`config.mk`:
```
export PLATFORM = sky130hd
export DESIGN_NAME = fifo_ctrl
export DESIGN_NICKNAME = d
export VERILOG_FILES = /design/src/rtl/fifo_ctrl.sv
export SDC_FILE = /design/constraint.sdc
export NUM_CORES = 1
export LEC_CHECK = 0
export CAP_MARGIN = 0
export CORE_ASPECT_RATIO = 0.75
export CORE_MARGIN = 2
export CORE_UTILIZATION = 25
export DETAILED_ROUTE_END_ITERATION = 12
export HOLD_SLACK_MARGIN = 0.15
export PLACE_DENSITY = 0.36
export SLEW_MARGIN = 20
export SYNTH_ARGS = -nofsm -noshare
export SYNTH_HDL_FRONTEND = slang
export SYNTH_SLANG_ARGS = --single-unit
export TNS_END_PERCENT = 1
```
`constraint.sdc`:
```
create_clock -name clk -period 4.55 [get_ports clk]
set_input_delay 0.91 -clock clk [delete_from_list [all_inputs] [get_ports clk]]
set_output_delay 0.91 -clock clk [all_outputs]
set_load 0.05 [all_outputs]
```
`src/rtl/fifo_ctrl.sv`:
```
// fifo_ctrl: storage and control stage of an 8-entry FIFO.
// Classifies each request into an operation state, holds the data words,
// and advances head/tail pointers and the occupancy count.
// Optional feature: define FIFO_DOUT_CLR_EN to zero dout on every non-READ edge.
module fifo_ctrl #(
   parameter int unsigned DATA_WIDTH = 32,
   parameter int unsigned DEPTH      = 8
) (
   input  logic                  clk,
   input  logic                  reset,
   input  logic                  wr_en,
   input  logic                  rd_en,
   input  logic [DATA_WIDTH-1:0] din,
   output logic [DATA_WIDTH-1:0] dout,
   output logic [2:0]            state,
   output logic [3:0]            data_count
);

   localparam int unsigned PTR_W = 3;
   localparam int unsigned CNT_W = 4;
   localparam logic [CNT_W-1:0] FULL_CNT = CNT_W'(DEPTH);

   typedef enum logic [2:0] {
      IDLE     = 3'b000,
      WRITE    = 3'b001,
      READ     = 3'b010,
      WR_ERROR = 3'b011,
      RD_ERROR = 3'b100
   } op_state_t;

   op_state_t             state_q;
   op_state_t             state_d;
   logic [PTR_W-1:0]      head;
   logic [PTR_W-1:0]      tail;
   logic [CNT_W-1:0]      count;
   logic [DATA_WIDTH-1:0] mem [DEPTH];

   assign state      = state_q;
   assign data_count = count;

   // Operation state register; reset forces IDLE.
   always_ff @(posedge clk or posedge reset) begin
      if (reset) begin
         state_q <= IDLE;
      end else begin
         state_q <= state_d;
      end
   end

   // Classify this cycle's request against the current occupancy.
   always_comb begin
      state_d = IDLE;
      if (wr_en && !rd_en) begin
         state_d = (count == FULL_CNT) ? WR_ERROR : WRITE;
      end else if (!wr_en && rd_en) begin
         state_d = (count == '0) ? RD_ERROR : READ;
      end
   end

   // Pointer and occupancy bookkeeping; pointers wrap by natural overflow.
   always_ff @(posedge clk or posedge reset) begin
      if (reset) begin
         head  <= '0;
         tail  <= '0;
         count <= '0;
      end else begin
         case (state_d)
            WRITE: begin
               tail  <= tail + PTR_W'(1);
               count <= count + CNT_W'(1);
            end
            READ: begin
               head  <= head + PTR_W'(1);
               count <= count - CNT_W'(1);
            end
            default: ;
         endcase
      end
   end

   // Storage array; contents deliberately survive reset.
   always_ff @(posedge clk) begin
      if (state_d == WRITE) begin
         mem[tail] <= din;
      end
   end

   // Registered read data, valid in the cycle state shows READ.
   always_ff @(posedge clk or posedge reset) begin
      if (reset) begin
         dout <= '0;
      end else if (state_d == READ) begin
         dout <= mem[head];
      end else begin
`ifdef FIFO_DOUT_CLR_EN
         dout <= '0;
`else
         dout <= dout;
`endif
      end
   end

endmodule

```
## After elaboration in Yosys (flattened, before gate mapping)

Memory sizes are Yosys's and may differ from the RTL's. A register that Yosys moved wholly into a read port is not among the register bits.
Cells that the tools add are included.

- RAM bits: 256
- Memories: 1
- Input bits: 36
- Output and inout port bits: 39
- Bits in registers: 13

- Reductions and logical operators: 6
- Multiplexer cells: 7
- $add $sub $neg: 4
- Equality and inequality tests: 3

Memories:

| name | words | bits a word | read ports | clocked after Yosys merged registers in | wr ports | RTL line | text |
|---|---|---|---|---|---|---|---|
| mem | 8 | 32 | 1 | 1 | 1 | 36 | `logic [DATA_WIDTH-1:0] mem [DEPTH];` |

Operator list:

| cell | count |
|---|---|
| $mux W3 | 3 |
| $pmux W4 S2 | 1 |
| $add A3 B1 Y3 const B | 2 |
| $add A4 B1 Y4 const B | 1 |
| $eq A4 B4 Y1 const B | 1 |
| $logic_not A4 Y1 | 1 |
| $sub A4 B1 Y4 const B | 1 |
| $eq A3 B1 Y1 const B | 1 |
| $eq A3 B2 Y1 const B | 1 |
| $logic_and A1 B1 Y1 | 2 |
| $logic_not A1 Y1 | 2 |
| $mux W1 | 2 |
| $mux W2 | 1 |
| $reduce_bool A2 Y1 | 1 |

## Logic depth before layout (Yosys ltp)

Gate-level depths: netlist (run 1).

- Depth after elaboration: 7
- Mapped depth: 10
- Gate-level depth less buffers: 8

## Worst setup path before layout (run 1)

OpenSTA, ideal clock, no wires.

- Kind: in2reg
- From: in wr_en
- To: mem mem[0][0], enable pin
- Cell stages on the path: 4
- Required time: 4.089 ns
- Slack: 0.212 ns
- Arrival: 3.877 ns
- Buffers on the path: 0
- Cell sequence: nor2b_1 -> a21boi_1 -> nand2b_1 -> nor3_1

- Longest elaborated chain between the ends: 7

RTL lines:

| what | RTL line | text |
|---|---|---|
| from (decl) | 11 | `input logic wr_en,` |
| $logic_not A1 Y1 | 55 | `end else if (!wr_en && rd_en) begin` |
| $logic_and A1 B1 Y1 | 55 |  |
| $mux W3 | 55 |  |
| $mux W3 (*) | 53 | `if (wr_en && !rd_en) begin` |
| $eq A3 B1 Y1 (*) | 83 | `if (state_d == WRITE) begin` |
| $mux W1 (*) | 83 |  |
| $mux W1 (not written as such) (*) | 84 | `mem[tail] <= din;` |
| to (decl) | 36 |  |

Every way passes the cells marked *; elsewhere a longest branch is shown, timed or not.

## Worst setup path in the final report (run 1)

- From: in wr_en
- To: mem mem[6][13], enable pin

- Longest elaborated chain between the ends: 7

RTL lines:

| what | RTL line | text |
|---|---|---|
| $logic_not A1 Y1 | 55 |  |
| $logic_and A1 B1 Y1 | 55 |  |
| $mux W3 | 55 |  |
| $mux W3 (*) | 53 |  |
| via state_d[0] | 32 | `op_state_t state_d;` |
| $eq A3 B1 Y1 (*) | 83 |  |
| $mux W1 (*) | 83 |  |
| $mux W1 (not written as such) (*) | 84 |  |

Mark *: on every way through the listed nets, which the timed path passes. The rest lies on a longest branch.

==> results by group, run 1 <==
GRT
  • Gr usage total: 12.1%
  • Largest net degree at the start of global routing: 52
  • GRT Residual Overflow: 0
  • Initial antenna violation count: 0
  • First-pass GRT wire length: 42,300 um
  • Number of global-route vias before repair: 6,265

Power
  • Power Total: 9.06 mW
  • P_leak: 5.08 nW
  • Power Density: 640 nW/um^2
  • Worst vdd ir: 0.000279 V

Routing
  • # DRC: 0
  • Iter 0 DRT Violations: 470
  • Routed wire per std cell: 20.6 um
  • Detailed Route WL: 28,800 um
  • Post-DR vias/cell: 4.35
  • Antenna viol nets, final: 0
  • DR vias: 6,067
  • 1st-pass router iterations: 5

Die
  • Die height: 190 um
  • # IOs: 75
  • Rows: 68
  • Starting Density: 25.2%
  • Die W: 252 um
  • Die ar.: 47,800 um^2
  • Core Box Area: 45,700 um^2

CTS
  • Post-CTS Resized: 0
  • TritonCTS clock tree: yes
  • H-tree levels: 2
  • Hold buffer count at cts: 0
  • TritonCTS Buffers: 35
  • Clock latency on the worst-skew pair: 0.51 ns
  • CTS Sinks: 301
  • CTS root buf: clkbuf_16
  • Clock-pin slew on the worst setup and hold paths: 0.06 ns
  • # Post-CTS Setup Buffers: 0
  • Clock tree buffer depth: 3

Logic synthesis
  • Multiplexer area fraction after synthesis: 11.5%
  • Syn avg cell area: 16.9 um^2
  • Cell taking the most area after synthesis: edfxtp_1
  • Synth Area in XOR/XNOR: 0.533%
  • Post-synth EDFFs: 256
  • Post-synth ARST share: 15.0%
  • Most frequent cell after synthesis: edfxtp_1
  • Seq cells post-synth: 301
  • Post-synth top cells: edfxtp_1, mux2i_1, nand2_1
  • Yosys cell types: 30
  • Largest cells by area after synthesis: edfxtp_1, mux2i_1, dfrtp_1
  • Mapped Area: 11,500 um^2
  • Share of the synthesized area in the top cell type: 66.8%
  • Post-synthesis compound-gate area fraction: 4.35%
  • Largest family of logic cells by synthesized area: multiplexers
  • Synth warnings: 0
  • Synth Area in Simple Gates: 4.80%
  • Syn Nets: 720
  • Post-synth top flop: edfxtp_1
  • Seq/Total Area, Yosys: 76.6%
  • Mapped Cells: 679
  • Post-Synth Adder-Cell Area: 0.609%

Placed design
  • DP HPWL: 18,500 um
  • Place WS: 1.02 ns
  • # port buffers: 74
  • GP Congestion: 0.747

Timing
  • Worst Skew: 0.0194 ns
  • Max Fclk: 338 MHz
  • Slew Viols, Final: 0
  • RSZ-0062 raised after global routing: no
  • Final worst slack: 1.59 ns
  • Slew HR: 34.2%
  • Fin Hold WS: 0.469 ns
  • Tmin final: 2.96 ns
  • Fin. Hold Viols: 0
  • Setup TNS: 0 ns
  • # setup viols final: 0
  • Period utilisation layout: 65.1%
  • Actual slew at the worst max-slew pin: 0.985 ns

Final layout
  • Fin util: 31.0%
  • Nets: 815
  • Ratio of cells with drive above 1 in the final layout: 10.2%
  • Area Overhead vs Synth: 23.0%

Critical path
  • Worst stage delay on the critical path: 0.64 ns
  • Crit path capture type: register
  • CP Cell Sequence: clkdlybuf4s50_1 -> nor2b_1 -> a21boi_1 -> buf_4 -> nand2b_1 -> nor2_4 -> buf_4
  • Worst path bufs/invs: 3
  • Kind of critical path: in2reg
  • Setup crit start kind: input port
  • Max Fanout on Critical Path: 20
  • CP most frequent cell: buf_4
  • Slowest stage cell on the critical path: nor2_4
  • Critical path data arrival time: 3.18 ns
  • Largest delay contributor family on the critical path: simple AND/OR/NAND/NOR gates
  • Crit path required time: 4.77 ns
  • Reg2Reg Setup Slack: 2.03 ns

Hold path
  • HP Class: reg2reg

Run
  • Max-Cap Viols: 0

Run status
  • Outcome: finished, final reports clean
[layer usage]
layer / vias up / track usage (%) / wire [um] / part of all wire (%)
met2: 118 / 18.4 / 12600 / 44
met3: 46 / 2.41 / 1170 / 4.1
met5: - / 0 / 0 / 0
met4: 0 / 3.09 / 544 / 1.9
li1: 2806 / - / - / -
met1: 3097 / 17.6 / 14400 / 50
[tightest hold or removal path: cells and delay by family (launching register included)]
kind	cells	cell delay [ns]
DFF	1	0.34
and+or+nand+nor	2	0.10
[worst paths after layout]
kind,start,endpoint,cells past startpoint
worst min-delay path,dout[21]$_DFFE_PP0P_,dout[21]$_DFFE_PP0P_,2
min in group asynchronous,reset,state[2]$_DFF_PP0_,2
max in group asynchronous,reset,head[0]$_DFFE_PP0P_,3
worst max-delay path,wr_en,mem[6][13]$_DFFE_PP_,7
worst min register to register,dout[21]$_DFFE_PP0P_,dout[21]$_DFFE_PP0P_,2
worst max register to register,data_count[0]$_DFFE_PP0P_,data_count[3]$_DFFE_PP0P_,8
[final cells by class]
class                      count  area [um^2]
antenna                        1         2.50
clock buffer                  49          928
clock inverter                12          114
fill                        4415        31500
inverter                       4         17.5
multi-input combinational    337         2590
sequential                   301         8820
tap                          595          744
timing repair buffer          95          936
[logic make-up (layout without fill, tap and decap cells)]
logic type	after synthesis	in the layout
flip-flops	301	301
multiplexers	132	132
AND/OR/NAND/NOR	126	126
other	0	1
XOR/XNOR	7	7
buffers and inverters	41	160
AO/OA/AOI/OAI	67	67
adder cells (fa/ha/maj)	5	5
[state kept, by name (all words and copies together) (netlist names)]
register	cells
dout	32
data_count	4
state	3
tail	3
mem	256
head	3
[per-stage QoR]
stage | instance area (um^2) | cells
3_5_place_dp | 13100 | 1332
2_1_floorplan | 11500 | 679
6_report | 14100 | 1394
4_1_cts | 14100 | 1393
5_1_grt | 14100 | 1393
3_3_place_gp | 13100 | 1332
[power by group]
group,internal (mW),leakage [nW],switching [mW]
clock network,1.54,0.499,1.08
logic,1.01,1.72,1.76
registers,3.37,2.86,0.301
total,5.92,5.08,3.14
[layout by cell type, fill, tap and decap left out, drive strengths merged, types with 4 or more instances in the layout]
cell	n
dfrtp	45
inv	5
xnor2	6
nor2	7
mux2i	130
edfxtp	256
clkdlybuf4s50	74
buf	21
ha	4
nand2	72
clkbuf	49
nand3	33
a22oi	64
clkinv	7
Power figures use the tool's default switching activity.
==> run 2: changes to the inputs <==
--- a/config.mk
+++ b/config.mk
@@ -11,7 +11,7 @@
 export CORE_UTILIZATION = 25
 export DETAILED_ROUTE_END_ITERATION = 12
 export HOLD_SLACK_MARGIN = 0.15
-export PLACE_DENSITY = 0.36
+export PLACE_DENSITY = 0.38
 export SLEW_MARGIN = 20
 export SYNTH_ARGS = -nofsm -noshare
 export SYNTH_HDL_FRONTEND = slang
==> constraint.sdc (replaced) <==
create_clock -name clk -period 2.7 [get_ports clk]
set_input_delay 0.54 -clock clk [delete_from_list [all_inputs] [get_ports clk]]
set_output_delay 0.54 -clock clk [all_outputs]
set_load 0.05 [all_outputs]
==> run 2 against run 1 <==
Net effect: clock skew fell by 0.013 ns; worst hold slack got worse by 0.11 ns; sequential cell count is the same; design area up 1.9%; critical path type is now reg2out.
==> results by group, run 2 (same netlist as run 1, synthesis figures left out) <==
Hold path
  • HP Class: in2async

GRT
  • Number of global-route vias before repair: 6,399 (+2.1%)
  • Gr usage total: 11.5% (-0.56 points)
  • Initial antenna violation count: 0 (unchanged)
  • GRT Residual Overflow: 0 (unchanged)
  • First-pass GRT wire length: 41,200 um (-2.5%)
  • Largest net degree at the start of global routing: 67 (+29%)

Final layout
  • Area Overhead vs Synth: 25.3%
  • Most common cell after layout, fill and taps aside: edfxtp_1
  • Largest register FFs: 256 (unchanged)
  • Commonest cells after routing, fill and taps aside: edfxtp_1, mux2i_1, clkdlybuf4s50_1
  • Final std cells w/o fill: 1,400 (+0.43%)
  • Nets: 822 (+0.86%)
  • Reg with most FFs: mem
  • Ratio of cells with drive above 1 in the final layout: 12.4% (+2.3 points)
  • Ant diodes: 0 (-1)
  • Fin util: 31.6% (+0.59 points)

Routing
  • Antenna viol nets, final: 0 (unchanged)
  • Routed wire per std cell: 19.6 um (-5.0%)
  • Iter 0 DRT Violations: 338 (-28%)
  • # DRC: 0 (unchanged)
  • Detailed Route WL: 27,400 um (-4.6%)
  • DR vias: 6,065 (-0.033%)
  • Post-DR vias/cell: 4.33 (-0.46%)
  • 1st-pass router iterations: 4 (-1)

Timing
  • # setup viols final: 0 (unchanged)
  • Tmin final: 2.37 ns
  • Slew HR: 56.6% (+22 points)
  • Worst Skew: 0.00619 ns (-0.0132 ns)
  • Fin. Hold Viols: 0 (unchanged)
  • Actual slew at the worst max-slew pin: 0.650 ns (-0.335 ns)
  • RSZ-0062 raised after global routing: no
  • Slew Viols, Final: 0 (unchanged)
  • Period utilisation layout: 87.9%
  • Final worst slack: 0.327 ns (-1.26 ns)
  • Max Fclk: 421 MHz
  • Fin Hold WS: 0.363 ns (-0.106 ns)

Critical path
  • Crit path required time: 2.16 ns (-2.61 ns)
  • Worst path bufs/invs: 1 (-2)
  • Kind of critical path: reg2out
  • Slowest stage cell on the critical path: clkdlybuf4s50_1
  • Crit path capture type: output port
  • Critical path data arrival time: 1.83 ns (-1.35 ns)
  • Max Fanout on Critical Path: 5 (-75%)
  • Worst stage delay on the critical path: 0.84 ns (+0.20 ns)
  • CP Cell Sequence: clkdlybuf4s50_1
  • Setup crit start kind: register
  • Largest delay contributor family on the critical path: buffers and inverters

Placed design
  • Place WS: -0.173 ns (-1.20 ns)
  • # port buffers: 74 (unchanged)
  • # placed instances: 1,343 (+0.83%)
  • DP HPWL: 17,600 um (-5.1%)
  • GP Congestion: 0.699 (-6.4%)

CTS
  • # Post-CTS Setup Buffers: 0 (unchanged)
  • Clock tree buffer depth: 3 (unchanged)
  • Hold buffer count at cts: 0 (unchanged)
  • TritonCTS Buffers: 31 (-11%)
  • CTS root buf: clkbuf_16
  • TritonCTS clock tree: yes
  • Clock latency on the worst-skew pair: 0.56 ns (+0.05 ns)
  • Clock-pin slew on the worst setup and hold paths: 0.06 ns (about the same)
  • CTS Sinks: 301 (unchanged)
  • Post-CTS Resized: 0 (unchanged)
  • H-tree levels: 1 (-1)

Die
  • Starting Density: 25.2% (unchanged)
  • Die W: 252 um (unchanged)
  • # IOs: 75 (unchanged)
  • Core Box Area: 45,700 um^2 (unchanged)
  • Die ar.: 47,800 um^2 (unchanged)
  • Rows: 68 (unchanged)
  • Die height: 190 um (unchanged)

Power
  • Power Total: 15.4 mW (+70%)
  • Power Density: 1070 nW/um^2 (+67%)
  • Worst vdd ir: 0.000623 V (+120%)
  • P_leak: 5.21 nW (+2.5%)

Run status
  • Outcome: finished, final reports clean

Run
  • Max-Cap Viols: 0 (unchanged)
==> run 2: cell types whose count changed in the layout (fill, tap and decap cells not counted), sizes merged <==
cell | before | now
clkbuf | 49 | 35
buf | 21 | 32
clkinv | 7 | 15
bufinv | 2 | 5
diode | 1 | 0
inv | 5 | 4
==> run 2: final cells by class <==
type	instances	area (um^2)
timing repair buffer	106	1180
sequential	301	8820
clock buffer	35	821
tap	595	744
multi-input combinational	337	2600
inverter	4	17.5
fill	4382	31300
clock inverter	22	234
==> run 2: report_power, final <==
part	leakage, nW	internal [mW]	switching [mW]
combinational	1.83	1.86	3.11
sequential	2.86	5.68	0.353
clock	0.523	2.64	1.77
==> run 2: routing by layer <==
metal | vias to the layer above | routed length, um | GRT usage, %
met5 | - | 0 | 0
met4 | 0 | 544 | 2.56
met3 | 39 | 984 | 2.04
met2 | 99 | 11900 | 17.3
met1 | 3108 | 14000 | 17.4
li1 | 2819 | - | -
==> run 2: worst reg2reg max path: stages (launching register included) <==
cell      delay, ns
dfrtp_1        0.42
or4_1          0.57
nand3b_1       0.22
inv_4          0.06
ha_1           0.27
a21o_1         0.18
a21oi_1        0.18
mux2i_1        0.23
xnor2_1        0.13
==> run 2: final timing paths <==
kind | depth (start not counted) | slack (ns) | to | from
worst min register to register | 2 | 0.47 | dout[21]$_DFFE_PP0P_ | dout[21]$_DFFE_PP0P_
worst min-delay path | 2 | 0.36 | head[0]$_DFFE_PP0P_ | reset
worst max-delay path | 1 | 0.33 | data_count[3] | data_count[3]$_DFFE_PP0P_
worst max register to register | 8 | 0.36 | data_count[3]$_DFFE_PP0P_ | data_count[0]$_DFFE_PP0P_
max in group asynchronous | 3 | 1.79 | dout[27]$_DFFE_PP0P_ | reset
min in group clk | 2 | 0.47 | dout[21]$_DFFE_PP0P_ | dout[21]$_DFFE_PP0P_
==> run 2: metrics by stage <==
step / area (um^2) / setup TNS [ns]
after floorplan: 11500 / -117.74
after global placement: 13400 / -7.32
after detailed placement: 13400 / -9.74
after CTS: 14400 / 0
after global routing: 14400 / 0
final: 14400 / 0
